**src/rtl/transport_pkg.sv**
```systemverilog
// rtl/transport_pkg.sv - state encoding and song-name remap shared by transport_ctrl
package transport_pkg;

   // Encodings 4..7 are never produced; the FSM falls back to STANDBY if one appears.
   typedef enum logic [2:0] {
      STANDBY  = 3'd0,
      STARTING = 3'd1,
      PLAY     = 3'd2,
      RECORD   = 3'd3
   } state_t;

   // Names at or above the bank split sit BANK_GAP slots higher in memory.
   function automatic int unsigned song_choice_map(input int unsigned name,
                                                   input int unsigned split,
                                                   input int unsigned gap);
      return (name < split) ? name : name + gap;
   endfunction

endpackage

```
**src/rtl/time_counter.sv**
```systemverilog
// rtl/time_counter.sv - ready-strobe prescaler and saturating running-time seconds counter
//  clk          in   system clock
//  reset        in   asynchronous, active-high
//  clear        in   zero prescaler and seconds
//  enable       in   count ready strobes while high
//  ready        in   one-cycle sample strobe
//  running_time out  elapsed enabled seconds, saturates at all-ones
module time_counter #(
   parameter int unsigned TICK_DIV = 48000,
   parameter int unsigned TIME_W   = 12
) (
   input  logic              clk,
   input  logic              reset,
   input  logic              clear,
   input  logic              enable,
   input  logic              ready,
   output logic [TIME_W-1:0] running_time
);

   localparam int unsigned      PRE_W    = (TICK_DIV > 1) ? $clog2(TICK_DIV) : 1;
   localparam logic [PRE_W-1:0] PRE_LAST = PRE_W'(TICK_DIV - 1);

   logic [PRE_W-1:0] prescale;

   always_ff @(posedge clk or posedge reset) begin
      if (reset) begin
         prescale     <= '0;
         running_time <= '0;
      end else if (clear) begin
         prescale     <= '0;
         running_time <= '0;
      end else if (enable && ready) begin
         if (prescale == PRE_LAST) begin
            prescale <= '0;
            if (running_time != '1)
               running_time <= running_time + TIME_W'(1);
         end else begin
            prescale <= prescale + PRE_W'(1);
         end
      end
   end

endmodule

```
**src/rtl/transport_ctrl.sv**
```systemverilog
// rtl/transport_ctrl.sv - multi-track transport controller: standby/start/play/record sequencing
//  clk, reset           clock; asynchronous active-high reset
//  ready                one-cycle sample strobe feeding the running-time prescaler
//  but_ent, pause_sw    debounced enter button (level) and pause switch
//  *_sel                selections, sampled only on an accepted enter press in STANDBY
//  start_ack, song_done memory handshake / end-of-song
//  record_mode, track_rec_en, song_name, song_choice, effect_values   latched session settings
//  start_song, pause_song, running_time, start_err, state_out         transport status
module transport_ctrl
   import transport_pkg::*;
#(
   parameter int unsigned NUM_TRACKS  = 4,
   parameter int unsigned SONG_W      = 4,
   parameter int unsigned NUM_SONGS   = 12,
   parameter int unsigned BANK_SPLIT  = 6,
   parameter int unsigned BANK_GAP    = 2,
   parameter int unsigned EFFECT_W    = 17,
   parameter int unsigned TICK_DIV    = 48000,
   parameter int unsigned TIME_W      = 12,
   parameter int unsigned ACK_TIMEOUT = 1024
) (
   input  logic                  clk,
   input  logic                  reset,
   input  logic                  ready,
   input  logic                  but_ent,
   input  logic                  pause_sw,
   input  logic                  record_mode_sel,
   input  logic [NUM_TRACKS-1:0] track_arm_sel,
   input  logic [SONG_W-1:0]     song_name_sel,
   input  logic [EFFECT_W-1:0]   effect_values_sel,
   input  logic                  start_ack,
   input  logic                  song_done,
   output logic                  record_mode,
   output logic [NUM_TRACKS-1:0] track_rec_en,
   output logic [SONG_W-1:0]     song_name,
   output logic [SONG_W-1:0]     song_choice,
   output logic [EFFECT_W-1:0]   effect_values,
   output logic                  start_song,
   output logic                  pause_song,
   output logic [TIME_W-1:0]     running_time,
   output logic                  start_err,
   output logic [2:0]            state_out
);

   localparam int unsigned      ACK_W    = (ACK_TIMEOUT > 1) ? $clog2(ACK_TIMEOUT) : 1;
   localparam logic [ACK_W-1:0] ACK_LAST = ACK_W'(ACK_TIMEOUT - 1);

   state_t                state;
   state_t                state_nx;
   logic                  ent_prev;
   logic                  ent_edge;
   logic                  pause_q;
   logic [NUM_TRACKS-1:0] arm_mask;
   logic [ACK_W-1:0]      ack_cnt;
   logic                  sel_valid;
   logic                  accept;
   logic                  reject;
   logic                  ack_expired;
   logic                  running;
   logic                  stop;
   logic                  run_en;

   assign sel_valid   = 32'(song_name_sel) < NUM_SONGS;
   assign accept      = (state == STANDBY) && ent_edge && sel_valid;
   assign reject      = (state == STANDBY) && ent_edge && !sel_valid;
   // An ack arriving on the last allowed cycle still wins over the timeout.
   assign ack_expired = (state == STARTING) && !start_ack && (ack_cnt == ACK_LAST);
   assign running     = (state == PLAY) || (state == RECORD);
   // song_done and an enter edge together produce one stop, never a stop plus restart.
   assign stop        = running && (song_done || ent_edge);
   assign run_en      = running && !pause_song;
   assign state_out   = state;

   // ent_prev resets high so a button held through reset is not seen as a press.
   always_ff @(posedge clk or posedge reset) begin
      if (reset) begin
         ent_prev <= 1'b1;
         ent_edge <= 1'b0;
         pause_q  <= 1'b0;
      end else begin
         ent_prev <= but_ent;
         ent_edge <= but_ent & ~ent_prev;
         pause_q  <= pause_sw;
      end
   end

   always_ff @(posedge clk or posedge reset) begin
      if (reset)
         state <= STANDBY;
      else
         state <= state_nx;
   end

   always_comb begin
      state_nx = state;
      case (state)
         STANDBY:  if (accept) state_nx = STARTING;
         STARTING: begin
            if (start_ack)
               state_nx = record_mode ? RECORD : PLAY;
            else if (ack_expired)
               state_nx = STANDBY;
         end
         PLAY, RECORD: if (stop) state_nx = STANDBY;
         default:  state_nx = STANDBY;
      endcase
   end

   // The stop cycle itself already shows paused / no record enables.
   always_comb begin
      start_song   = 1'b0;
      pause_song   = 1'b1;
      track_rec_en = '0;
      case (state)
         STARTING: start_song = 1'b1;
         PLAY:     pause_song = pause_q | stop;
         RECORD: begin
            pause_song = pause_q | stop;
            if (!pause_q && !stop)
               track_rec_en = arm_mask;
         end
         default: ;
      endcase
   end

   always_ff @(posedge clk or posedge reset) begin
      if (reset) begin
         song_name     <= '0;
         song_choice   <= '0;
         effect_values <= '0;
         record_mode   <= 1'b0;
         arm_mask      <= '0;
      end else if (accept) begin
         song_name     <= song_name_sel;
         song_choice   <= SONG_W'(song_choice_map(32'(song_name_sel), BANK_SPLIT, BANK_GAP));
         effect_values <= effect_values_sel;
         // Record with nothing armed falls back to playback.
         record_mode   <= record_mode_sel & (|track_arm_sel);
         arm_mask      <= track_arm_sel;
      end
   end

   always_ff @(posedge clk or posedge reset) begin
      if (reset)
         start_err <= 1'b0;
      else if (accept)
         start_err <= 1'b0;
      else if (reject || ack_expired)
         start_err <= 1'b1;
   end

   always_ff @(posedge clk or posedge reset) begin
      if (reset)
         ack_cnt <= '0;
      else if (state != STARTING)
         ack_cnt <= '0;
      else
         ack_cnt <= ack_cnt + ACK_W'(1);
   end

   // Clearing on accept also leaves the prescaler at zero when STARTING is left,
   // since it cannot count while STARTING.
   time_counter #(
      .TICK_DIV (TICK_DIV),
      .TIME_W   (TIME_W)
   ) u_time_counter (
      .clk          (clk),
      .reset        (reset),
      .clear        (accept),
      .enable       (run_en),
      .ready        (ready),
      .running_time (running_time)
   );

endmodule

```
**config.mk**
```make
export PLATFORM = sky130hd
export DESIGN_NAME = transport_ctrl
export DESIGN_NICKNAME = d
export VERILOG_FILES = /design/src/rtl/transport_pkg.sv /design/src/rtl/time_counter.sv /design/src/rtl/transport_ctrl.sv
export SDC_FILE = /design/constraint.sdc
export NUM_CORES = 1
export LEC_CHECK = 0
export CORE_MARGIN = 10
export CORE_UTILIZATION = 54
export DETAILED_ROUTE_END_ITERATION = 7
export GPL_TIMING_DRIVEN = 1
export PLACE_DENSITY = 0.86
export SLEW_MARGIN = 10
export SYNTH_ARGS = -nofsm -noshare
export SYNTH_HDL_FRONTEND = slang
export SYNTH_HIERARCHICAL = 1
export SYNTH_SLANG_ARGS = --single-unit
```
**constraint.sdc**
```tcl
create_clock -name clk -period 7.6 [get_ports clk]
set_clock_uncertainty 0.05 [all_clocks]
set_input_delay 0.76 -clock clk [delete_from_list [all_inputs] [get_ports clk]]
set_output_delay 0.76 -clock clk [all_outputs]
set_load 0.1 [all_outputs]
```
==> out/summary.txt, run 1 <==
CTS root buf = clkbuf_8
H-tree depth = 3
# hold bufs at CTS = 0
Synth cell types = 58
HPWL Detailed = 6.25 mm
CP endpoint kind = primary output
Post-synth EDFFs = 0
Vias post-DR = 3,017
P per Cell Area = 399 nW/um^2
Fill cells = 492
Final hold violation count = 0
Final core utilization = 70.9%
WL/cell = 16.1 um
Status = completed
Crit start category = input pin
Syn_area_per_cell = 9.32 um^2
Die X-Extent = 101 um
Global-route usage over all layers = 17.0%
Cell count after synthesis = 381
Num CTS Buffers = 9
Number of setup buffers added after CTS = 0
Final worst path period share = 55.7%
Crit Path Category = in2out
Req. time, crit path = 6.79 ns
VDD IR max = 0.515 mV
Worst skew pair latency = 0.34 ns
Register area share after synthesis = 51.5%
Fmax = 236 MHz
Longest Clk Path Bufs = 2
First DRT Iteration DRCs = 108
Starting Density = 55.6%
Cts repair resizes = 0
Ports = 81
Worst slew pin tran = 1.05 ns
Max Cap Violations = 0
Most frequent cells in the layout = nand2_1, clkdlybuf4s50_1, dfrtp_1
Most common cell after layout, fill and taps aside = nand2_1
Core area = 6390 um^2
Pin count of the biggest net entering global routing = 46
Nets = 488
Yosys warns = 6
Clk pin slew, worst setup/hold paths = 0.07 ns
# diodes = 0
Grt total ovfl = 0
Initial antenna violation count = 0
TNS Setup = 0 ns
Vias/cell = 5.66
#FFs+latches synth = 73
Worst min path class = reg2reg
Final min period = 4.23 ns
FFs w/ async S/R, synth = 100%
TritonCTS clock tree = yes
Slew margin rel. = 30.0%
Post-synth top flop = dfrtp_1
Layout cell share with drive strength beyond 1 = 8.33%
First-pass GRT wire length = 14.3 mm
DIE AREA = 10,200 um^2
Routability cong. = 0.838
DRC Markers = 0
Final setup fails = 0
Crit-path max FO = 9
Setup ws final = 3.37 ns
Max-slew violations = 0
Synth-to-layout area growth = 27.4%
CTS sink count = 73
Num rows = 29
Netlist Area Pre-Place = 3550 um^2
Leakage = 0.00200 uW
WP data arrival = 3.42 ns
DRT antenna net count = 0
DIE HEIGHT = 101 um
PortBufs = 79
Number of global-route vias before repair = 3,054
Mapped Nets = 418
Pre-antenna DRT Iters = 4
Setup WS pre-CTS = 2.97 ns
WL final = 8.56 mm
RSZ-0062 raised after global routing = false
synth_stat cells, types with 3 or more instances:
cell type  number  area (um^2)
a21oi_1        19         95.1
and3_2          5         37.5
and4_1          7         61.3
buf_2           9         45.0
clkbuf_1        6         22.5
dfrtp_1        72         1800
ha_1            4         50.1
inv_1          11         41.3
nand2_1        91          342
nand3_1        12         60.1
nand4_1         7         43.8
nor2_1         32          120
nor2b_1         4         25.0
nor3_1         14         70.1
nor4_1          4         25.0
o21ai_0         9         45.0
o31ai_1         3         22.5
or3_1           5         31.3
or3_2           3         22.5
or4_1           6         45.0
xnor2_1         7         61.3
xor2_1          8         70.1
cells by family (layout without fill, tap and decap cells):
group	after synthesis	in the layout	share of synthesized area [%]
AOI/OAI and AO/OA	45	45	7.96
xor gates and xnor gates	15	15	3.70
adders and majority gates	4	4	1.41
buffers and inverters	32	107	4.33
DFF	73	73	51.5
muxes	3	3	0.916
other	1	1	0.106
and+or+nand+nor	208	208	30.1
state kept, by name, indices dropped and copies added, names as in the netlist:
name and cells:
ack_cnt 10, arm_mask 4, effect_values 17, ent_edge 1
ent_prev 1, pause_q 1, record_mode 1, song_choice 3
song_name 4, start_err 1, state_out 2, u_time_counter/prescale 16
u_time_counter/running_time 12
final timing paths:
| check | start | endpoint | slack [ns] | depth (start not counted) |
|---|---|---|---|---|
| max | song_done | track_rec_en[2] | 3.37 | 4 |
| max in group asynchronous | reset | u_time_counter/prescale[7]$_DFFE_PP0P_ | 5.84 | 2 |
| max reg2reg | state_out[0]$_DFFE_PP0P_ | u_time_counter/prescale[15]$_DFFE_PP0P_ | 3.58 | 7 |
| min reg2reg | effect_values[9]$_DFFE_PP0P_ | effect_values[9]$_DFFE_PP0P_ | 0.42 | 2 |
| min in group asynchronous | reset | ack_cnt[8]$_DFF_PP0_ | 0.97 | 2 |
| min | effect_values[9]$_DFFE_PP0P_ | effect_values[9]$_DFFE_PP0P_ | 0.42 | 2 |
critical path: stages:
cell,delay (ns)
clkdlybuf4s50_1,0.44
nor4_2,0.76
and3_2,0.30
clkdlybuf4s50_1,1.16
stage by stage:
| stage | total power [uW] | area [um^2] | hold WS (ns) | instances |
|---|---|---|---|---|
| floorplan | 1280 | 3550 | 0.387 | 381 |
| global placement | 1500 | 4330 | 0.401 | 517 |
| finish | 1810 | 4530 | 0.423 | 533 |
| detailed placement | 1520 | 4330 | 0.408 | 517 |
| global route | 1880 | 4530 | 0.455 | 533 |
| CTS | 1820 | 4530 | 0.425 | 533 |
layer usage:
| layer | track usage, % | vias to the layer above | wire length [um] |
|---|---|---|---|
| li1 | - | 1457 | - |
| met1 | 20.1 | 1429 | 3570 |
| met2 | 25.6 | 114 | 3860 |
| met3 | 8.50 | 17 | 962 |
| met4 | 7.61 | 0 | 176 |
| met5 | 0 | - | 0 |
where the power goes:
part | internal [uW] | switching, uW
Sequential | 482 | 69.0
Clock | 159 | 142
Combinational | 199 | 757
Total | 840 | 967
final cells by class:
| type | instances | area [um^2] | share of cell area (%) |
|---|---|---|---|
| Tap cell | 77 | 96.3 | 2.13 |
| Clock buffer | 11 | 141 | 3.12 |
| Timing Repair Buffer | 79 | 791 | 17.5 |
| Clock inverter | 5 | 55.1 | 1.22 |
| Sequential cell | 73 | 1830 | 40.4 |
| Multi-Input combinational cell | 276 | 1570 | 34.7 |
| Inverter | 12 | 45.0 | 0.995 |
Note: power is estimated with default switching activity, not from simulation.
==> run 2: changes to the inputs <==
- CORE_UTILIZATION: 54 -> 45
- PLACE_DENSITY: 0.86 -> 0.77
- clock period: 7.6 -> 3.5 ns (I/O delays scaled with it)
==> out/summary.txt, run 2 (synthesized netlist as in run 1, its figures left out) <==
Max Cap Violations = 0 (unchanged)
WL final = 8.96 mm (+4.7%)
Slew margin rel. = 31.3% (+1.3 points)
Number of setup buffers added after CTS = 0 (unchanged)
First DRT Iteration DRCs = 151 (+40%)
# diodes = 0 (unchanged)
R2R Setup Slk = 0.95 ns (-2.63 ns)
Int Power = 2000 uW (+140%)
Logic pwr share = 50.9% (-2.0 points)
RSZ-0062 raised after global routing = false
Most common cell after layout, fill and taps aside = nand2_1
Non-filler cells, final = 562 (+5.4%)
Reg2Reg Depth = 7 (unchanged)
CTS root buf = clkbuf_8
R2r endpoint = u_time_counter/prescale[15]$_DFFE_PP0P_
Max-slew violations = 0 (unchanged)
HPWL Detailed = 6.45 mm (+3.1%)
Initial antenna violation count = 0 (unchanged)
First-pass GRT wire length = 15.0 mm (+4.9%)
Met1 Use GR = 17.7% (-2.4 points)
Worst min path class = in2reg
DRC Markers = 0 (unchanged)
Most flops, register = effect_values
Setup ws final = 0.949 ns (-2.42 ns)
VDD IR max = 0.663 mV (+29%)
Sw Pwr = 2090 uW (+120%)
Top Registers = effect_values: 17 flops, u_time_counter/prescale: 16 flops, u_time_counter/running_time: 12 flops
Clk pin slew, worst setup/hold paths = 0.08 ns (about the same)
Sw Share = 51.2% (-2.3 points)
Core area = 7690 um^2 (+20%)
Worst skew pair latency = 0.34 ns (about the same)
Num CTS Buffers = 9 (unchanged)
Cells after DPL = 546 (+5.6%)
Vias/cell = 5.35 (-5.5%)
Leakage = 0.00205 uW (+2.9%)
Hold Crit Depth = 1 (-1)
WL/cell = 15.9 um (-0.72%)
Global-route usage over all layers = 15.7% (-1.3 points)
Crit-path max FO = 9 (unchanged)
Ports = 81 (unchanged)
Pre-antenna DRT Iters = 4 (unchanged)
H-tree depth = 3 (unchanged)
Synth-to-layout area growth = 30.4%
Max reg flops = 17 (unchanged)
P per Cell Area = 883 nW/um^2 (+120%)
Die X-Extent = 109 um (+7.7%)
WHS = 0.386 ns (-0.0371 ns)
CTS sink count = 73 (unchanged)
GR Util met3 = 7.67% (-0.84 points)
Crit Path Category = reg2reg
Grt total ovfl = 0 (unchanged)
Cts repair resizes = 0 (unchanged)
Status = completed
TritonCTS clock tree = yes
DIE HEIGHT = 109 um (+7.7%)
Hold Path End = ent_prev$_DFF_PP1_
Req. time, crit path = 3.72 ns (-3.07 ns)
Min-delay src = but_ent
TNS Setup = 0 ns (unchanged)
# hold bufs at CTS = 0 (unchanged)
GR peak layer = met2
Crit start category = register
Layout cell share with drive strength beyond 1 = 10.4% (+2.1 points)
Routability cong. = 0.887 (+5.8%)
Longest Clk Path Bufs = 2 (unchanged)
DIE AREA = 11,800 um^2 (+16%)
Vias post-DR = 3,006 (-0.36%)
Final worst path period share = 72.9%
DRT antenna net count = 0 (unchanged)
CP endpoint kind = register
Power share of the clock group = 20.3% (+3.6 points)
PortBufs = 79 (unchanged)
Fmax = 392 MHz
Final setup fails = 0 (unchanged)
Met2 global-route usage = 25.7% (+0.10 points)
Setup WS pre-CTS = 0.705 ns (-2.26 ns)
Num rows = 32 (+10%)
Final hold violation count = 0 (unchanged)
Nets = 492 (+0.82%)
Start of the worst register-to-register path = state_out[1]$_DFFE_PP0P_
Final min period = 2.55 ns
Starting Density = 46.2% (-9.4 points)
Worst slew pin tran = 1.02 ns (-0.0251 ns)
Number of global-route vias before repair = 3,102 (+1.6%)
WP data arrival = 2.77 ns (-0.65 ns)
Most frequent cells in the layout = nand2_1, clkdlybuf4s50_1, dfrtp_1
Part of the power in registers = 28.9% (-1.6 points)
Pin count of the biggest net entering global routing = 46 (unchanged)
run 2: cell count changes in the layout (fill, tap and decap cells not counted), sizes merged:
cell and change:
bufinv +2, inv -1, buf +10, clkinvlp -2
clkdlybuf4s50 -6, clkbuf +1
run 2: per-layer routing:
layer	routed length, um	vias to the layer above	part of all wire, %
li1	-	1454	-
met5	0	-	0
met1	3650	1451	41
met2	4330	92	48
met4	76	0	0.85
met3	909	9	10
run 2: layout make-up:
type                    instances  area [um^2]
flip-flops and latches         73         1830
repair buffers                 83          806
well taps                     102          128
multi-input cells             276         1570
fillers                       683         3060
clock inverters                 4         98.8
clock buffers                  12          155
inverters                      12         45.0
run 2: worst max-delay path by stage:
stage / start / end / slack (ns) / depth (start not counted)
after floorplan: state_out[1]$_DFFE_PP0P_ / u_time_counter/prescale[15]$_DFFE_PP0P_ / 0.19 / 7
after global placement: song_done / u_time_counter/prescale[15]$_DFFE_PP0P_ / 0.74 / 7
after detailed placement: song_done / u_time_counter/prescale[15]$_DFFE_PP0P_ / 0.70 / 7
after CTS: state_out[1]$_DFFE_PP0P_ / u_time_counter/prescale[15]$_DFFE_PP0P_ / 0.94 / 7
after global routing: state_out[0]$_DFFE_PP0P_ / u_time_counter/prescale[11]$_DFFE_PP0P_ / 0.75 / 7
final: state_out[1]$_DFFE_PP0P_ / u_time_counter/prescale[15]$_DFFE_PP0P_ / 0.95 / 7
run 2: worst max-delay path: stages, from the launching register on:
cell and delay, ns:
dfrtp_1 0.41, inv_1 0.12, nor4_2 0.26, buf_4 0.19
a21oi_1 0.14, or4_1 0.64, or4_1 0.52, a21oi_1 0.15
run 2: power groups by stage:
stage | registers (uW) | clock network [uW] | logic, uW
after floorplan | 2360 | 0 | 420
after global placement | 1180 | 0 | 2080
after detailed placement | 1200 | 0 | 2090
after CTS | 1180 | 845 | 2100
after global routing | 1210 | 883 | 2170
final | 1180 | 828 | 2080
run 2: per-stage QoR:
| step | util, % | area [um^2] | total power (uW) |
|---|---|---|---|
| 5_1_grt | 60.2 | 4630 | 4270 |
| 3_3_place_gp | 56.9 | 4380 | 3260 |
| 4_1_cts | 60.2 | 4630 | 4130 |
| 2_1_floorplan | - | 3550 | 2780 |
| 6_report | 60.2 | 4630 | 4090 |
| 3_5_place_dp | 56.9 | 4380 | 3290 |
==> edit: new RTL, settings of run 2 <==
Change the parameter `ACK_TIMEOUT` from 1024 to 512.
--- a/src/rtl/transport_ctrl.sv
+++ b/src/rtl/transport_ctrl.sv
@@ -17,7 +17,7 @@
    parameter int unsigned EFFECT_W    = 17,
    parameter int unsigned TICK_DIV    = 48000,
    parameter int unsigned TIME_W      = 12,
-   parameter int unsigned ACK_TIMEOUT = 1024
+   parameter int unsigned ACK_TIMEOUT = 512
 ) (
    input  logic                  clk,
    input  logic                  reset,
Formal check against the unedited RTL: same outputs for any inputs over 10 cycles, from zero or initial values and one cycle with reset high; that may be too few to reach the edited logic, so the function may still have changed.
==> edit against run 2 <==
Synthesized cell count fell by 15%; critical path depth is 1 lower; area after synthesis fell by 1.7%; worst setup slack got worse by 260 ps; routed wire length down 9.2%; fmax is 9.2% lower; design area decreased by 1.7%; sequential cell count shrank 1; total power shrank 4.1%.
==> edit: results (changes against run 2) <==
outcome:
  outcome: "completed"
pwr:
  leakagePower_nw: 1.87  # -8.7%
  peakVddDrop_mv: 1.17  # +77%
placed_design:
  gp_congestion: 0.873  # -1.6%
  dpl.hpwl_um: 5900  # -8.5%
timing:
  tightest_slew_ps: 1080  # +55.2 ps
global_route:
  grtUsageMet2_pct: 22.0  # -3.7 points
  grt.met1_usage_pct: 16.3  # -1.3 points
  gr-usage-met3_pct: 7.50  # -0.17 points
  grt_max_degree: 49  # +6.5%
  grt_usage_pct: 14.3  # -1.4 points
  grt_pass1_vias: 2859  # -7.8%
  grt_pass1_wl_um: 13600  # -9.1%
finish:
  layout-drive-gt1-share_pct: 15.0  # +4.5 points
  fin_nets: 434  # -12%
  fillers: 623  # -8.8%
synthesis:
  synthTopCellsByCount: "dfrtp_1 (71), a21oi_1 (24), nor2_1 (24)"
  ys_seq_area_share_pct: 51.6  # +0.17 points
  synthTopCellsByArea: "dfrtp_1 (51%), mux2_2 (6.8%), a21oi_1 (3.4%)"
  synth_nets: 360  # -14%
drt:
  postRouteWirelength_um: 8140  # -9.2%
  drtIter0Drc: 150  # -0.66%
critical_path:
  r2r-start: "state_out[0]"
  cp.arrival_ps: 3020  # +250 ps
  rr_worst_depth: 6  # -1
  critPathMaxFanout: 11  # +2
edit: cell types whose count changed after synthesis, moves of 6 or more:
cell	change
nand2_1	-76
buf_2	-6
nor2_1	-8
mux2_2	+19
edit: cell families after synthesis:
logic type               share of synthesized area, %
XOR/XNOR                                         2.51
multiplexers                                     9.07
buffers and inverters                            4.44
adder cells (fa/ha/maj)                          1.79
AND/OR/NAND/NOR                                  21.0
other                                           0.107
AO/OA/AOI/OAI                                    9.46
flip-flops                                       51.6
edit: stage by stage:
step / hold slack, ps / total power, mW / util, % / std cells / instance area (sq um)
finish: 380 / 3.92 / 59.5 / 503 / 4550
global route: 377 / 4.08 / 59.5 / 503 / 4550
CTS: 362 / 3.96 / 59.5 / 503 / 4550
detailed placement: 408 / 3.30 / 56.9 / 487 / 4350
global placement: 400 / 3.28 / 56.9 / 487 / 4350
floorplan: 304 / 2.80 / - / 322 / 3490
edit: area by class of cell:
class | instances | share of cell area [%]
multi-input cells | 221 | 33.9
inverters | 11 | 0.907
clock buffers | 10 | 3.02
flip-flops and latches | 72 | 39.6
clock inverters | 6 | 1.29
well taps | 102 | 2.80
repair buffers | 81 | 18.5
edit: per-layer routing:
| metal | vias up | wire [um] |
|---|---|---|
| met2 | 105 | 3700 |
| met1 | 1361 | 3320 |
| li1 | 1314 | - |
| met3 | 8 | 1010 |
| met5 | - | 0 |
| met4 | 0 | 105 |
edit: path summary, 6_finish.rpt:
check                                                   end  slack (ps)
min in group asynchronous                        ack_cnt[6]         510
worst max-delay path            u_time_counter/prescale[15]         690
worst min-delay path                               ent_prev         380
worst min register to register                   ack_cnt[0]         420
max in group asynchronous       u_time_counter/prescale[12]        2160
worst max register to register  u_time_counter/prescale[15]         690
edit: worst max-delay path: stages, from the launching register on:
cell,delay [ps]
dfrtp_1,450
or3b_1,590
a21oi_4,200
a21oi_1,110
or4_1,660
or4_1,520
a21oi_1,160
edit: power groups by stage:
| stage | Sequential, mW | Clock (mW) | Combinational (mW) |
|---|---|---|---|
| after floorplan | 2.36 | 0 | 0.444 |
| final | 1.18 | 0.648 | 2.09 |
| after CTS | 1.18 | 0.671 | 2.11 |
| after global placement | 1.18 | 0 | 2.10 |
| after global routing | 1.20 | 0.707 | 2.17 |
| after detailed placement | 1.19 | 0 | 2.11 |
